[config.mk]
export PLATFORM = sky130hd
export DESIGN_NAME = soluzione
export DESIGN_NICKNAME = d
export VERILOG_FILES = /design/src/rtl/soluzione_pkg.sv /design/src/rtl/full_adder.sv /design/src/rtl/soluzione.sv
export SDC_FILE = /design/constraint.sdc
export NUM_CORES = 1
export LEC_CHECK = 0
export CORE_UTILIZATION = 34
export DETAILED_ROUTE_END_ITERATION = 8
export PLACE_DENSITY = 0.75
export REMOVE_ABC_BUFFERS = 1
export SYNTH_ARGS = -nofsm -noshare
export SYNTH_HDL_FRONTEND = slang
export SYNTH_SLANG_ARGS = --single-unit
[constraint.sdc]
create_clock -name clock -period 0.8 [get_ports clock]
set_input_delay 0.16 -clock clock [delete_from_list [all_inputs] [get_ports clock]]
set_output_delay 0.16 -clock clock [all_outputs]
set_load 0.05 [all_outputs]
[src/rtl/soluzione_pkg.sv]
// Shared constants and helpers for the soluzione ripple-carry adder.
package soluzione_pkg;

    localparam int DEFAULT_WIDTH = 8;

    // Signed overflow happens when the carry into the MSB differs from the carry out of it.
    function automatic logic signed_ovf(input logic carry_msb_in, input logic carry_msb_out);
        signed_ovf = carry_msb_in ^ carry_msb_out;
    endfunction

endpackage

[src/rtl/full_adder.sv]
// One-bit full adder: the cell repeated along the ripple-carry chain.
module full_adder (
    input  logic a,
    input  logic b,
    input  logic cin,
    output logic s,
    output logic cout
);

    logic half_s;

    assign half_s = a ^ b;
    assign s      = half_s ^ cin;
    assign cout   = (a & b) | (cin & half_s);

endmodule

[src/rtl/soluzione.sv]
// WIDTH-bit ripple-carry adder with registered sum, unsigned carry and signed overflow.
module soluzione
    import soluzione_pkg::*;
#(
    parameter int WIDTH = DEFAULT_WIDTH
) (
    input  logic             clock,
    input  logic             reset_,
    input  logic [WIDTH-1:0] X,
    input  logic [WIDTH-1:0] Y,
    output logic [WIDTH-1:0] S,
    output logic             c_out,
    output logic             ow
);

    logic [WIDTH:0]   carry_s;
    logic [WIDTH-1:0] sum_s;
    logic             ovf_s;
    logic [WIDTH-1:0] sum_r;
    logic             c_out_r;
    logic             ow_r;

    assign carry_s[0] = 1'b0;

    for (genvar i = 0; i < WIDTH; i++) begin : g_chain
        full_adder u_fa (
            .a    (X[i]),
            .b    (Y[i]),
            .cin  (carry_s[i]),
            .s    (sum_s[i]),
            .cout (carry_s[i+1])
        );
    end

    assign ovf_s = signed_ovf(carry_s[WIDTH-1], carry_s[WIDTH]);

    // Output register bank; cleared asynchronously so outputs are never X after reset.
    always_ff @(posedge clock or negedge reset_) begin
        if (!reset_) begin
            sum_r   <= {WIDTH{1'b0}};
            c_out_r <= 1'b0;
            ow_r    <= 1'b0;
        end else begin
            sum_r   <= sum_s;
            c_out_r <= carry_s[WIDTH];
            ow_r    <= ovf_s;
        end
    end

    assign S     = sum_r;
    assign c_out = c_out_r;
    assign ow    = ow_r;

endmodule

==> results.md <==
| Group | Metric | Value |
|:---|:---|:---|
| synth | Largest area contributor in the synthesized netlist | sky130_fd_sc_hd__dfrtp_1 |
| clock tree | Clock transition time at the flip-flop clock pins of the worst setup and hold paths | 0.07 ns |
| synth | Synth area leaders | sky130_fd_sc_hd__dfrtp_1 56%, sky130_fd_sc_hd__fa_1 31%, sky130_fd_sc_hd__inv_1 8.4%, sky130_fd_sc_hd__ha_1 2.8%, sky130_fd_sc_hd__xnor2_1 1.9% |
| sta | Relative slew slack | 91.4% |
| worst setup path | Cell mode on critical path | sky130_fd_sc_hd__fa_2 |
| placed design | GPL Wtd Cong | 0.661 |
| synth | Cell types with the highest counts after synthesis | 10 x sky130_fd_sc_hd__dfrtp_1, 10 x sky130_fd_sc_hd__inv_1, 7 x sky130_fd_sc_hd__fa_1 |
| power and ir drop | Cell leakage power | 0.000419 uW |
| synth | Number of flops mapped to enable cells by yosys | 0 |
| synth | Synthesized-area fraction occupied by ao, oa, aoi and oai cells | 0% |
| die | Placeable core region | 1170 sq um |
| synth | Synthesis warning total | 0 |
| global route | Pin count of the biggest net entering global routing | 11 |
| placed design | Detailed Place HPWL | 671 microns |
| power and ir drop | Clock power frac | 22.6% |
| routing | Violation count after the first detailed-route iteration | 3 |
| worst setup path | Classification of the worst setup path | input pin to flop |
| global route | Vias in the first global route | 329 |
| status | Violated checks | negative setup slack |
| worst setup path | Crit path max fanout | 2 |
| die | Area of the die | 1470 sq um |
| routing | Per-cell via count in the routed design | 3.96 |
| worst setup path | Largest stage delay on the critical path | 0.40 ns |
| die | Height of the die | 38.3 microns |
| finish | Layout cell share with drive strength beyond 1 | 48.4% |
| worst setup path | Sequence of cells on the critical path | buf_6 > ha_4 > fa_2 > fa_2 > fa_2 > fa_2 > inv_2 > fa_2 > inv_2 > fa_2 > inv_2 > fa_1 > inv_1 |
| worst setup path | Slowest stage cell on the critical path | sky130_fd_sc_hd__fa_1 |
| sta | RSZ-0062 raised after global routing | yes |
| routing | Total number of vias | 301 |
| global route | First-pass GRT wire length | 1390 microns |
| synth | Adder-cell share of the synthesized area | 34.0% |
| power and ir drop | Relative contribution of sequential cells to total power | 32.5% |
| hold path | Type of the tightest min-delay check | input pin to flop |
| power and ir drop | Areal power density over the cells | 2250 nW/um^2 |
| global route | Met1 track demand over resource | 15.7% |
| synth | Largest family of logic cells by synthesized area | adder cells |
| finish | Final Util | 78.0% |
| synth | Most used flip-flop cell after synthesis | sky130_fd_sc_hd__dfrtp_1 |
| synth | Post-synthesis mux area share | 0% |
| synth | Distinct cell type count after synthesis | 5 |
| worst setup path | Required time of the critical path | 1.01 ns |
| placed design | Pre-CTS WS | -2.82 ns |
| power and ir drop | Net switching power figure | 709 uW |
| routing | Detail Route Antenna Nets | 0 |
| worst setup path | Launching element type of the critical path | input pin |
| finish | Synthesis-to-layout area growth | 103% |
| clock tree | TritonCTS clock tree | done |
| power and ir drop | Sw Ratio | 34.5% |
| routing | Number of iterations in the first detailed-routing pass | 2 |
| global route | Total GRT Usage | 16.4% |
| sta | Period utilization | 339% |
| sta | F_max | 368 MHz |
| clock tree | Clock Tree Root | sky130_fd_sc_hd__clkbuf_4 |
| clock tree | Num CTS Buffers | 3 |
| worst setup path | Arrival time of the worst setup path | 2.93 ns |
| global route | GRT Residual Overflow | 0 |
| synth | Sequential share of the synthesized area | 55.7% |
| synth | Netlist area before placement | 449 sq um |
| clock tree | Max Root-Sink Buffers | 2 |
| power and ir drop | Fraction of power consumed by combinational cells | 44.9% |
| power and ir drop | Int Power | 1350 uW |
| die | Number of core rows | 12 |
| hold path | Hold Path Stages | 2 |
| routing | Mean routed wirelength per cell | 11.1 microns |
| synth | Synthesized instance count | 29 |
| clock tree | Count of hold buffers inserted by post-cts repair | 0 |
| status | Run status | finished, violations left |
| synth | Basic-gate share of the synthesized area counting and, or, nand and nor cells | 0% |
| placed design | Number of I/O port buffers | 27 |
| sta | Fin crit period | 2.72 ns |
| finish | Antenna diode count | 0 |
| global route | Met3 track demand over resource in global routing | 8.14% |
| clock tree | Clock net sink count | 10 |
| sta | Number of slew-limit violations in the final report | 0 |
| global route | Met2 track utilization from global routing | 25.0% |
| sta | Final worst-path setup slack | -1.92 ns |
| flow run | Number of max-cap violations | 0 |
| sta | Total count of hold-check failures in the final report | 0 |
| synth | Post-synthesis register bit count | 10 |
| sta | Setup violations, final | 18 |
| die | Width of the die | 38.3 microns |
| synth | Post-synthesis share of cell area spent on xor and xnor gates | 1.95% |
| synth | Area share of the leading cell type in the synthesized netlist | 55.7% |
| finish | Final nets | 89 |
| die | Number of I/O pins | 28 |
| global route | Most heavily used metal layer in global routing | met2 |
| synth | Mapped Avg Cell Area | 15.5 sq um |
| finish | Filler cell count | 72 |
| routing | Drt total wl | 843 microns |
| die | Starting utilization of the core area | 38.4% |
| sta | Transition time of the tightest slew-check pin | 0.129 ns |
| worst setup path | Sort of element at the end of the critical path | flop |
| synth | Post-synth ARST share | 100% |
| clock tree | Deepest level of the CTS H-tree | 1 |
| routing | Number of remaining DRC errors | 0 |
| global route | Number of antenna violations at the first check in global routing | 0 |
| clock tree | Post-CTS setup-driven buffer insertion count | 0 |
| power and ir drop | Peak supply drop | 0.00124 V |
-- path summary, 6_finish.rpt --
check,start,to,slack [ns]
worst min-delay path,X[0],S[0],0.1
worst max-delay path,Y[0],S[7],-1.92
min in group asynchronous,reset_,S[5],0.17
max in group asynchronous,reset_,S[6],0.49
-- cell usage in the layout (no fill, tap or decap), drive strengths merged --
cell / netlist / final
buf: 0 / 14
xnor2: 1 / 1
clkbuf: 0 / 5
dfrtp: 10 / 10
inv: 10 / 10
clkdlybuf4s15: 0 / 1
fa: 7 / 7
ha: 1 / 1
clkdlybuf4s50: 0 / 13
-- critical path, delay by kind of cell --
family,cells,cell delay (ns)
fa+ha+maj,8,2.44
buf+inv,5,0.33
-- state kept, by name, indices dropped and copies added, names as in the netlist --
| register | count |
|---|---|
| S | 8 |
| c_out | 1 |
| ow | 1 |
-- stage by stage --
step           hold WS [ns]  instance area [sq um]  cells  total power [uW]  TNS, ns
2_1_floorplan        -0.136                    449     29              1030   -12.54
3_3_place_gp          0.462                    852     72              1570   -16.96
3_5_place_dp          0.459                    852     72              1590   -17.55
4_1_cts              0.0971                    917     76              2070   -13.01
5_1_grt              0.0854                    913     76              2160   -12.60
6_report             0.0979                    913     76              2050   -11.96
-- power groups by stage --
stage / Combinational [uW] / Sequential (uW) / Clock [uW]
after floorplan: 85.0 / 943 / 0
after global placement: 896 / 674 / 0
after detailed placement: 911 / 677 / 0
after CTS: 932 / 668 / 468
after global routing: 972 / 675 / 516
final: 923 / 667 / 464
-- cell type report --
cell class	count	area, sq um	share of cell area, %
clock buffer	4	36.3	3.97
multi-input combinational	9	189	20.7
sequential	10	250	27.4
timing repair buffer	29	383	41.9
tap	14	17.5	1.92
inverter	10	37.5	4.11
-- cells by family after synthesis --
family     count (synthesis)
xor+xnor                   1
fa+ha+maj                  8
buf+inv                   10
flops                     10
-- metal layers --
metal  part of all wire (%)  vias to the layer above
met1                     35                      135
li1                       -                      143
met5                      0                        -
met3                    8.8                        2
met4                    2.8                        0
met2                     53                       21
-- timing repair --
| action | CTS | global route |
|---|---|---|
| pin swaps | 8 | 7 |
| setup endpoints to repair | 19 | 18 |
| resized for setup | 22 | 3 |
Power figures use the tool's default switching activity.
==> patch, RTL diff (config.mk and constraints unchanged) <==
Register the output `S` once more, cleared by the reset; this adds one clock of latency there. The other outputs are not delayed to match.
--- a/src/rtl/soluzione.sv
+++ b/src/rtl/soluzione.sv
@@ -47,7 +47,13 @@
         end
     end
 
-    assign S     = sum_r;
+    always_ff @(posedge clock or negedge reset_) begin
+        if (!reset_) begin
+            S <= '0;
+        end else begin
+            S <= sum_r;
+        end
+    end
     assign c_out = c_out_r;
     assign ow    = ow_r;
 
Function: changed (Yosys sat finds a counterexample within 4 cycles, from zero or initial values and one cycle with reset_ low).
==> patch against the original RTL <==
The flow still finishes with violations (negative setup slack); final area up 25%; synthesized area up 45%; sequential power up 72%; total power up 27%; wire length up 20%; sequential cell count up 8; critical path depth unchanged; first-iteration DRC count down 100%; setup slack worse by 2.0 ps; core utilization down 13 points.
==> patch: results (changes against the original RTL) <==
[status]
status=finished with violations
violations=negative setup slack

[min_path]
hold_class=input port to flip-flop

[placement]
gp_congestion=0.601  ; -9.1%
dpl_cell_area_mm2=0.00108  ; +27%
io_buffers=27  ; unchanged
placed_cells=91  ; +26%
hpwl_um=783  ; +17%
pre_cts_ws_ps=-2860  ; -34.9 ps

[timing]
fin_worst_skew_ps=0.518
fin_ws_ps=-1920  ; -2.01 ps
setup_violations=18  ; unchanged
tns_ps=-12090  ; -132 ps
relSlewSlack=0.919  ; +0.00475

[routing]
first_iter_violations=0  ; -3
vias=360  ; +20%
viasPerCell=3.79  ; -4.3%
dr.pass1.iters=1  ; -1
wl_per_cell_um=10.7  ; -3.8%

[power_and_ir_drop]
ir_worst_vdd_mv=0.974  ; -21%
p_switching_uw=789  ; +11%
power_leakage_nw=0.516  ; +23%

[final_layout]
multi_input_comb_area_um2=189  ; unchanged
drive_gt1_frac=0.429  ; -0.0553
fillCellCount=132  ; +83%
nNetsFinal=97  ; +9.0%
top_regs=S: 8 flops, sum_r: 8 flops
n_antenna_cell=0  ; unchanged

[setup_path]
cp_max_fo=2  ; unchanged
cp.arrival_ps=2940  ; about the same
cp_slowest_cell=fa_1
slowest_delay_ps=390

[clocking]
cts_setup_buffers=0  ; unchanged
cts-resized-gates=23  ; +4.5%
cts_made_buffers=3  ; unchanged
h-tree-depth=1  ; unchanged
clkTransAtPathRegs_ps=90  ; +20 ps

[grt]
overflow=0  ; unchanged
grt_pass1_wl_um=1650  ; +18%
antenna_found_initial=0  ; unchanged
grt_max_degree=19  ; +8
grt_pass1_vias=379  ; +15%
grt_usage=0.124  ; -0.0399

[logic_synthesis]
ys_types=5  ; unchanged
synth.top_cells.by_count=18 x dfrtp_1, 10 x inv_1, 7 x fa_1
synth.area.top_cells=dfrtp_1 69%, fa_1 22%, inv_1 5.8%, ha_1 1.9%, xnor2_1 1.3%
synth_top_area_cell=dfrtp_1
yosysMostFrequentCell=dfrtp_1
yosysWarnings=0  ; unchanged
yosys.area.top_type_share=0.694  ; +0.137
ys_seq_area_frac=0.694  ; +0.137
synth.avg_cell_area_um2=17.6  ; +13%

-- patch: critical path: cells and delay by family --
| family | cells | cell delay, ps |
|---|---|---|
| fa+ha+maj | 8 | 2450 |
| buf+inv | 5 | 330 |
-- patch: area by class of cell --
type,instances,area share
clock buffers,4,0.0318
inverters,10,0.0329
multi-input cells,9,0.166
flip-flops and latches,18,0.395
well taps,25,0.0274
repair buffers,29,0.347
-- patch: cells by family after synthesis --
group	Yosys count	share of synthesized area
adder cells (fa/ha/maj)	8	0.235
flip-flops	18	0.694
XOR/XNOR	1	0.0135
buffers and inverters	10	0.0578
-- patch: metal layers --
layer / up-vias / part of all wire / track usage
met5: - / 0 / 0
met4: 0 / 0.034 / 0.106
met3: 4 / 0.068 / 0.0278
met2: 18 / 0.50 / 0.206
met1: 170 / 0.40 / 0.132
li1: 168 / - / -
-- patch: worst paths after layout --
| path | startpoint | endpoint | slack, ps | depth (start not counted) |
|---|---|---|---|---|
| worst max-delay path | X[0] | sum_r[7] | -1920 | 13 |
| worst min-delay path | Y[0] | sum_r[0] | 90 | 2 |
| worst max register to register | sum_r[6] | S[6] | 320 | 0 |
| worst min register to register | sum_r[5] | S[5] | 350 | 0 |
| max in group asynchronous | reset_ | sum_r[7] | 480 | 2 |
| min in group asynchronous | reset_ | S[3] | 200 | 2 |
-- patch: power groups by stage --
| stage | sequential (mW) | clock [mW] | combinational (mW) |
|---|---|---|---|
| floorplan | 1.44 | 0 | 0.0850 |
| finish | 1.15 | 0.521 | 0.943 |
| CTS | 1.16 | 0.541 | 0.949 |
| global route | 1.17 | 0.571 | 0.994 |
| detailed placement | 1.18 | 0 | 0.928 |
| global placement | 1.17 | 0 | 0.909 |
